--- src/rtl/gbf_fill_controller_if.sv ---
// Upstream beat stream into the GBF fill controller.
// Ports: in_valid/in_data (source -> controller), in_ready (controller -> source).
interface gbf_fill_controller_if #(
  parameter int GBF_DATA_BITWIDTH = 512
);
  logic                         in_valid;
  logic [GBF_DATA_BITWIDTH-1:0] in_data;
  logic                         in_ready;

  modport master (
    output in_valid,
    output in_data,
    input  in_ready
  );

  modport slave (
    input  in_valid,
    input  in_data,
    output in_ready
  );
endinterface

--- src/rtl/gbf_fill_controller.sv ---
// Fills the two GBF buffers on need_data1/2 from an upstream valid/ready stream.
// Ports: clk, reset (sync, high), finish, fill_len, need_data1/2, up (stream slave),
// en/we/addr/w_data for port A of both buffers, buf1/2_ready, data_avail.
// Optional: define GBF_FILL_STALL_CNT_EN to add the stall_cnt[31:0] output.
module gbf_fill_controller #(
  parameter int GBF_DATA_BITWIDTH = 512,
  parameter int GBF_ADDR_BITWIDTH = 5,
  parameter int GBF_DEPTH         = 32
) (
  input  logic                         clk,
  input  logic                         reset,
  input  logic                         finish,
  input  logic [GBF_ADDR_BITWIDTH:0]   fill_len,
  input  logic                         need_data1,
  input  logic                         need_data2,
  gbf_fill_controller_if.slave         up,
  output logic                         en1a,
  output logic                         we1a,
  output logic [GBF_ADDR_BITWIDTH-1:0] addr1a,
  output logic [GBF_DATA_BITWIDTH-1:0] w_data1a,
  output logic                         en2a,
  output logic                         we2a,
  output logic [GBF_ADDR_BITWIDTH-1:0] addr2a,
  output logic [GBF_DATA_BITWIDTH-1:0] w_data2a,
  output logic                         buf1_ready,
  output logic                         buf2_ready,
  output logic                         data_avail
`ifdef GBF_FILL_STALL_CNT_EN
  ,
  output logic [31:0]                  stall_cnt
`endif
);

  localparam int AW = GBF_ADDR_BITWIDTH;

  typedef logic [AW:0] cnt_t;
  typedef enum logic [1:0] {
    S_IDLE,
    S_FILL1,
    S_FILL2,
    S_DONE
  } state_t;

  localparam cnt_t DEPTH_C = GBF_DEPTH[AW:0];
  localparam cnt_t CNT_ONE = cnt_t'(1);

  state_t     state;
  logic       pend1, pend2;
  logic       abort;
  logic       rdy_q;
  logic [1:0] last_filled;
  cnt_t       count;
  cnt_t       len;

  logic fill1, fill2, hs, last_hs;
  logic cap1, cap2, req1, req2;
  logic pick2, start;
  cnt_t len_in;

  assign fill1   = (state == S_FILL1);
  assign fill2   = (state == S_FILL2);
  assign hs      = up.in_valid && (fill1 || fill2);
  assign last_hs = hs && (count == len - CNT_ONE);

  // A need seen in the same cycle is acted on directly, so an
  // idle controller starts filling on the very next edge.
  assign cap1 = need_data1 && !fill1;
  assign cap2 = need_data2 && !fill2;
  assign req1 = !finish && (pend1 || cap1);
  assign req2 = !finish && (pend2 || cap2);

  // Round-robin: with both requests live, skip the last-filled buffer.
  assign pick2 = req2 && (!req1 || last_filled == 2'd1);
  assign start = (state == S_IDLE || state == S_DONE) && (req1 || req2);

  assign len_in = (fill_len == '0 || fill_len > DEPTH_C) ?
                  DEPTH_C : fill_len;

  assign up.in_ready = rdy_q;

  always_ff @(posedge clk) begin
    if (reset) begin
      state       <= S_IDLE;
      pend1       <= 1'b0;
      pend2       <= 1'b0;
      abort       <= 1'b0;
      rdy_q       <= 1'b0;
      last_filled <= 2'd2;
      count       <= '0;
      len         <= '0;
      en1a        <= 1'b0;
      we1a        <= 1'b0;
      addr1a      <= '0;
      w_data1a    <= '0;
      en2a        <= 1'b0;
      we2a        <= 1'b0;
      addr2a      <= '0;
      w_data2a    <= '0;
      buf1_ready  <= 1'b0;
      buf2_ready  <= 1'b0;
      data_avail  <= 1'b0;
    end else begin
      en1a  <= 1'b0;
      we1a  <= 1'b0;
      en2a  <= 1'b0;
      we2a  <= 1'b0;
      pend1 <= req1;
      pend2 <= req2;
      if (cap1 || finish) buf1_ready <= 1'b0;
      if (cap2 || finish) buf2_ready <= 1'b0;
      if (finish) data_avail <= 1'b0;

      if (hs) begin
        count <= count + CNT_ONE;
        if (fill1) begin
          en1a     <= 1'b1;
          we1a     <= 1'b1;
          addr1a   <= count[AW-1:0];
          w_data1a <= up.in_data;
        end else begin
          en2a     <= 1'b1;
          we2a     <= 1'b1;
          addr2a   <= count[AW-1:0];
          w_data2a <= up.in_data;
        end
      end

      unique case (state)
        S_IDLE, S_DONE: begin
          rdy_q <= start;
          if (!start) begin
            state <= S_IDLE;
          end else begin
            abort <= 1'b0;
            count <= '0;
            len   <= len_in;
            if (pick2) begin
              state <= S_FILL2;
              pend2 <= 1'b0;
            end else begin
              state <= S_FILL1;
              pend1 <= 1'b0;
            end
          end
        end
        S_FILL1, S_FILL2: begin
          // finish lets the fill run to length but suppresses ready.
          if (finish) abort <= 1'b1;
          if (last_hs) begin
            state       <= S_DONE;
            rdy_q       <= 1'b0;
            last_filled <= fill2 ? 2'd2 : 2'd1;
            if (!abort && !finish) begin
              data_avail <= 1'b1;
              if (fill1) buf1_ready <= 1'b1;
              else       buf2_ready <= 1'b1;
            end
          end
        end
        default: state <= S_IDLE;
      endcase
    end
  end

`ifdef GBF_FILL_STALL_CNT_EN
  logic stall;

  assign stall = ((fill1 || fill2) && !up.in_valid) ||
                 (state == S_IDLE && (pend1 || pend2));

  always_ff @(posedge clk) begin
    if (reset || finish) begin
      stall_cnt <= '0;
    end else if (stall && stall_cnt != '1) begin
      stall_cnt <= stall_cnt + 32'd1;
    end
  end
`endif

endmodule
--- src/flat_wrapper.sv ---
// flat-port wrapper written by rule: the top's interface ports become plain ports
module gbf_fill_controller_flat 
#(
  parameter int GBF_DATA_BITWIDTH = 512,
  parameter int GBF_ADDR_BITWIDTH = 5,
  parameter int GBF_DEPTH         = 32
)
  (clk, reset, finish, fill_len, need_data1, need_data2, en1a, we1a, addr1a, w_data1a, en2a, we2a, addr2a, w_data2a, buf1_ready, buf2_ready, data_avail, up_in_valid, up_in_data, up_in_ready);
  gbf_fill_controller_if #(.GBF_DATA_BITWIDTH(GBF_DATA_BITWIDTH)) up_i ();
  input  logic clk;
  input  logic reset;
  input  logic finish;
  input  logic [GBF_ADDR_BITWIDTH:0] fill_len;
  input  logic need_data1;
  input  logic need_data2;
  output logic en1a;
  output logic we1a;
  output logic [GBF_ADDR_BITWIDTH-1:0] addr1a;
  output logic [GBF_DATA_BITWIDTH-1:0] w_data1a;
  output logic en2a;
  output logic we2a;
  output logic [GBF_ADDR_BITWIDTH-1:0] addr2a;
  output logic [GBF_DATA_BITWIDTH-1:0] w_data2a;
  output logic buf1_ready;
  output logic buf2_ready;
  output logic data_avail;
  input wire logic [$bits(up_i.in_valid)-1:0] up_in_valid;
  input wire logic [$bits(up_i.in_data)-1:0] up_in_data;
  output wire logic [$bits(up_i.in_ready)-1:0] up_in_ready;
  assign up_i.in_valid = up_in_valid;
  assign up_i.in_data = up_in_data;
  assign up_in_ready = up_i.in_ready;
  gbf_fill_controller #(.GBF_DATA_BITWIDTH(GBF_DATA_BITWIDTH), .GBF_ADDR_BITWIDTH(GBF_ADDR_BITWIDTH), .GBF_DEPTH(GBF_DEPTH)) u_core (.clk(clk), .reset(reset), .finish(finish), .fill_len(fill_len), .need_data1(need_data1), .need_data2(need_data2), .up(up_i), .en1a(en1a), .we1a(we1a), .addr1a(addr1a), .w_data1a(w_data1a), .en2a(en2a), .we2a(we2a), .addr2a(addr2a), .w_data2a(w_data2a), .buf1_ready(buf1_ready), .buf2_ready(buf2_ready), .data_avail(data_avail));
endmodule
--- config.mk ---
export PLATFORM = sky130hd
export DESIGN_NAME = gbf_fill_controller_flat
export DESIGN_NICKNAME = d
export VERILOG_FILES = /design/src/rtl/gbf_fill_controller_if.sv /design/src/rtl/gbf_fill_controller.sv /design/src/flat_wrapper.sv
export SDC_FILE = /design/constraint.sdc
export NUM_CORES = 2
export LEC_CHECK = 0
export ABC_AREA = 1
export CORE_AREA = 2 2 604 606
export DETAILED_ROUTE_END_ITERATION = 8
export DIE_AREA = 0 0 606 608
export GPL_TIMING_DRIVEN = 1
export HOLD_SLACK_MARGIN = 0.12
export PLACE_DENSITY = 0.3
export SLEW_MARGIN = 10
export SYNTH_ARGS = -nofsm -noshare
export SYNTH_HDL_FRONTEND = slang
export SYNTH_SLANG_ARGS = --single-unit
--- constraint.sdc ---
create_clock -name clk -period 2.15 [get_ports clk]
set_clock_uncertainty 0.15 [all_clocks]
set_input_delay 0.3225 -clock clk [delete_from_list [all_inputs] [get_ports clk]]
set_output_delay 0.3225 -clock clk [all_outputs]
set_load 0.02 [all_outputs]
Yosys cells after proc, flatten, opt, wreduce, memory -nomap -nowiden

Index checks and enable logic that the tools add are counted.

Bitwise operators: 2
Add/sub/neg operators: 2
Mux-type cells: 36
Reductions and logical operators: 33
$lt $le $gt $ge: 1
Equality and inequality tests: 8

Operators by type and width:

| cell                                                 | number |
|---|---|
| two-way mux 1 bit                                    | 25 |
| two-way mux 6 bit                                    | 4 |
| AND reduction 2 bit                                  | 5 |
| logical AND 1 bit                                    | 9 |
| logical OR 1 bit                                     | 9 |
| two-way mux 2 bit                                    | 4 |
| adder 6 x 1 -> 6 bit, second input constant          | 1 |
| equality test 6 bit                                  | 1 |
| greater-than comparator 6 bit, second input constant | 1 |
| zero test 6 bit                                      | 1 |
| OR reduction 2 bit                                   | 3 |
| subtractor 6 x 1 -> 6 bit, second input constant     | 1 |
| zero test 1 bit                                      | 5 |
| equality test 2 x 1 -> 1 bit, second input constant  | 2 |
| equality test 2 bit, second input constant           | 2 |
| != test 2 x 1 -> 1 bit, second input constant        | 2 |
| case mux 1 bit (2 select lines)                      | 2 |
| case mux 2 bit (2 select lines)                      | 1 |
| zero test 2 bit                                      | 1 |
| != test 2 bit, second input constant                 | 1 |
| inverter 1 bit                                       | 2 |

Register bits after elaboration: 1059
Output and inout bits: 1042

Logic depth before layout (Yosys ltp)

Word-level depth: 11
Gate-level depth with buffers: 12

Least setup slack after synthesis

OpenSTA, ideal clock, no wires.

Path type: reg-to-reg
Start point: reg u_core.state[0]
End point: reg u_core.w_data2a[143]
Library setup time: 0.116 ns
Path buffers: 2
Data arrival time: 1.597 ns
Clock period less this slack: 1.863 ns
Data required time: 1.884 ns
Setup slack: 0.287 ns
Stages on the path, launching flop included: 11
Cell sequence: dfxtp_1 inv_1 ha_1 inv_2 nand2_4 nor2_8 inv_4 buf_4 buf_2 nor2_1 nor2_1

Word-level cells in the longest chain between the ends: 4

Ends and longest elaborated chain:

| element                                                                    | RTL line                                             | source |
|---|---|---|
| from (decl)                                                                | gbf_fill_controller.sv:47                            | `state_t state;` |
| from (signal assigned)                                                     | gbf_fill_controller.sv:83                            | `state <= S_IDLE;` |
| from (signal assigned)                                                     | gbf_fill_controller.sv:132                           | `state <= S_IDLE;` |
| from (signal assigned)                                                     | gbf_fill_controller.sv:138                           | `state <= S_FILL2;` |
| equality test 2 x 1 -> 1 bit / equality test 2 bit (equally long branches) | gbf_fill_controller.sv:60, gbf_fill_controller.sv:61 |  |
| logical OR 1 bit                                                           | gbf_fill_controller.sv:62                            | `assign hs = up.in_valid && (fill1 \|\| fill2);` |
| logical AND 1 bit                                                          | gbf_fill_controller.sv:62                            |  |
| AND reduction 2 bit (no source line) (*)                                   | --                                                   |  |
| to (signal assigned)                                                       | gbf_fill_controller.sv:124                           | `w_data2a <= up.in_data;` |
| to (decl)                                                                  | gbf_fill_controller.sv:24                            | `output logic [GBF_DATA_BITWIDTH-1:0] w_data2a,` |

Every way passes the cells marked *; elsewhere a longest branch is shown, timed or not.
A chain may end at the register's enable or synchronous reset.

Final worst setup path

Start point: reg u_core.state[0]
End point: reg u_core.w_data2a[343]

Word-level cells in the longest chain between the ends: 4

Ends and longest elaborated chain:

| element                                  | RTL line                  | source |
|---|---|---|
| equality test 2 x 1 -> 1 bit (*)         | gbf_fill_controller.sv:60 | `assign fill1 = (state == S_FILL1);` |
| named net u_core.fill1                   | gbf_fill_controller.sv:55 | `logic fill1, fill2, hs, last_hs;` |
| logical OR 1 bit                         | gbf_fill_controller.sv:62 |  |
| logical AND 1 bit                        | gbf_fill_controller.sv:62 |  |
| AND reduction 2 bit (no source line) (*) | --                        |  |

Mark *: on every way through the listed nets, which the timed path passes. The rest lies on a longest branch.

==> results_dict.tcl <==
set metrics [dict create \
    insertion_delay_ns 0.82 \
    p_leak_nw 29.6 \
    routed_wl_mm 285 \
    cp_top_family "buffers and inverters" \
    ys_types 28 \
    root_buffer "clkbuf_16" \
    arrival_ns 2.66 \
    finalNetCount 7366 \
    p_int_mw 54.3 \
    cts_buffers 153 \
    syn_area_per_cell_um2 7.85 \
    die_w_um 606 \
    detail-route-antenna-nets 0 \
    cp-end-kind "flip-flop" \
    final.period_utilization_pct 96.2 \
    max_freq_ghz 0.483 \
    ir_drop_mv 0.557 \
    overflow 0 \
    drt-wirelength-per-cell_um 24.3 \
    ys_ff_latch 1059 \
    cts_num_sinks 1059 \
    grt_pass1_wl_mm 376 \
    synth.cell_area_um2 36600 \
    p_switching_mw 40.1 \
    cts_max_level 4 \
    rsz0062_at_grt "false" \
    io_pins 1566 \
    drc 0 \
    seq_area_um2 21200 \
    cts.path.max_buffers 4 \
    critPathLaunchType "flip-flop" \
    p_clk_share_pct 27.3 \
    crit_fanout 10 \
    critPathKind "reg -> reg" \
    switching_share_pct 42.5 \
    start_util_pct 10.1 \
    comb_power_share_pct 42.8 \
    tightest_slew_ns 0.539 \
    dr.first_iter.drc_count 2034 \
    syn_nets 5193 \
    vias 40192 \
    crit_chain "buf_4 -> ha_2 -> buf_12 -> nor2_8 -> buf_12 -> buf_6 -> buf_12 -> buf_12 -> bufbuf_16 -> o21ai_1 -> nor2_1" \
    hold_viol_final 0 \
    cts.clk_slew.worst_paths_ns 0.06 \
    slowest_delay_ns 0.34 \
    critPathRequiredTime_ns 2.74 \
    status "finished, final reports clean" \
    cpMostUsedCell "buf_12" \
    seq_power_share_pct 29.9 \
    power_density_nw_per_um2 1360 \
    grt_max_degree 75 \
    max_slew_margin_pct 63.9 \
    period_needed_ns 2.07 \
    portBuffers 1565 \
    grt.total_usage_pct 14.9 \
    row_count 221 \
    vias_per_cell 3.42 \
    coreArea_um2 362000 \
    antenna_found_initial 16 \
    hold_path_class "in -> reg" \
    dieArea_um2 368000 \
    setup_tns_ns 0 \
    ys_seq_area_share_pct 57.9 \
    drive_gt1_share_pct 12.9 \
    multi_input_comb_area_um2 13700 \
    die_h_um 608 \
    drtPass1Iterations 5 \
    place_congestion 0.855 \
    worst-path-buf-inv 7 \
    synth_warnings 0 \
    setup_violations 0 \
    fillers 40784 \
    cpMaxStageDelayCell "dfxtp_2" \
    dpl.hpwl_mm 230 \
    drv_cap 0 \
    area_growth_pct 89.6 \
    synth_cells 4665 \
    fin_util_pct 19.2 \
    maxSlewViolCount 0 \
    grt_pass1_vias 40679 \
    cts_tree "yes" \
]
## area by class of cell
cell class	count	share of cell area (%)
timing repair buffer	2362	33.7
sequential	1059	30.6
multi-input combinational	3225	19.7
tap	4794	8.64
clock buffer	230	6.51
clock inverter	37	0.611
inverter	36	0.243
antenna	5	0.0180
timing repair inverter	1	0.0162
## what timing repair did
| item | 4_1_cts | 5_1_grt |
|---|---|---|
| endpoints found under the setup margin | 1134 | 247 |
| endpoints found under the hold margin | 983 | 0 |
| gates cloned | 8 | 0 |
| pin swaps | 2 | 0 |
| gates resized for setup | 1460 | 28 |
| setup buffers | 8 | 0 |
| hold buffers | 507 | 0 |
## cells in the final DEF (no fill, tap or decap), types with 3 or more instances in the layout
cell type,instances
buf_12,98
buf_2,20
clkdlybuf4s50_1,523
dfxtp_2,13
clkdlybuf4s18_2,3
nand3_1,16
inv_6,3
o21ai_0,1018
inv_8,3
clkinv_2,18
dfxtp_1,1046
o21ai_1,22
nor2_1,2055
nand2_1,51
inv_1,30
clkinvlp_4,4
clkdlybuf4s15_1,85
buf_6,9
bufinv_16,4
dlygate4sd2_1,625
clkbuf_8,34
clkbuf_1,40
dlygate4sd3_1,507
clkdlybuf4s15_2,166
inv_16,3
buf_4,313
nor2_2,15
clkinv_8,3
buf_16,10
diode_2,5
nor3_1,4
clkbuf_16,156
xor2_1,5
a21oi_1,18
## power groups by stage
stage / combinational [mW] / sequential (mW) / clock [mW]
2_1_floorplan: 10.8 / 34.3 / 0
3_3_place_gp: 42.3 / 28.7 / 0
3_5_place_dp: 42.2 / 28.7 / 0
4_1_cts: 41.9 / 28.3 / 26.9
5_1_grt: 43.8 / 28.9 / 27.5
6_report: 40.4 / 28.2 / 25.8
## Yosys cell counts (all sizes together)
cell type | count | share of area [%]
dfxtp | 1059 | 58
ha | 4 | 0.14
nand4 | 2 | 0.034
nand3 | 17 | 0.23
nor2 | 2072 | 21
o21ai | 1042 | 14
inv | 36 | 0.38
nand2 | 54 | 0.59
a21oi | 20 | 0.28
xor2 | 5 | 0.12
clkbuf | 191 | 2.0
nand3b | 1 | 0.021
buf | 154 | 2.7
a211oi | 2 | 0.055
nor3 | 4 | 0.055
o22ai | 1 | 0.017
and2 | 1 | 0.017
## per-layer routing
layer | vias to the layer above | wire [um] | track usage, %
li1 | 19367 | - | -
met4 | 0 | 8330 | 4.08
met2 | 1246 | 140000 | 26.2
met5 | - | 0 | 0
met1 | 19308 | 110000 | 16.2
met3 | 271 | 27200 | 6.07
## metrics by stage
step	power, mW	hold slack, ns	setup slack [ns]	instance area (um^2)	cells
after CTS	97.1	0.134	-0.0502	69400	11745
after global routing	100	0.161	0.000710	69400	11747
after global placement	70.9	0.286	-0.478	59600	10956
final	94.4	0.213	0.0813	69400	11749
after detailed placement	70.9	0.300	-0.474	59600	10956
after floorplan	45.1	0.271	0.287	36600	4665
## state kept, by name, summed over array words and instances (netlist names), 2 cells and up
register	flops
u_core.w_data1a	512
u_core.w_data2a	512
u_core.count	6
u_core.len	6
u_core.addr1a	5
u_core.addr2a	5
u_core.last_filled	2
u_core.state	2
## cells by family after synthesis
family | synth area share, %
AND/OR/NAND/NOR | 22.2
AO/OA/AOI/OAI | 14.6
flip-flops | 57.9
buffers and inverters | 5.00
XOR/XNOR | 0.120
adder cells (fa/ha/maj) | 0.137
## worst min-delay path: stages
cell	delay, ns
clkdlybuf4s50_1	0.57
nor2_1	0.19
nor2_1	0.06
## final timing paths
kind	start	endpoint	slack [ns]	cells past startpoint
setup reg to reg	u_core.state[0]$_SDFFE_PP0P_	u_core.w_data2a[343]$_SDFFE_PP0P_	0.08	11
hold reg to reg	u_core.last_filled[1]$_SDFFE_PP1P_	u_core.last_filled[1]$_SDFFE_PP1P_	0.31	2
setup / recovery	u_core.state[0]$_SDFFE_PP0P_	u_core.w_data2a[343]$_SDFFE_PP0P_	0.08	11
hold / removal	up_in_data[393]	u_core.w_data2a[393]$_SDFFE_PP0P_	0.21	3
Note: power is estimated with default switching activity, not from simulation.
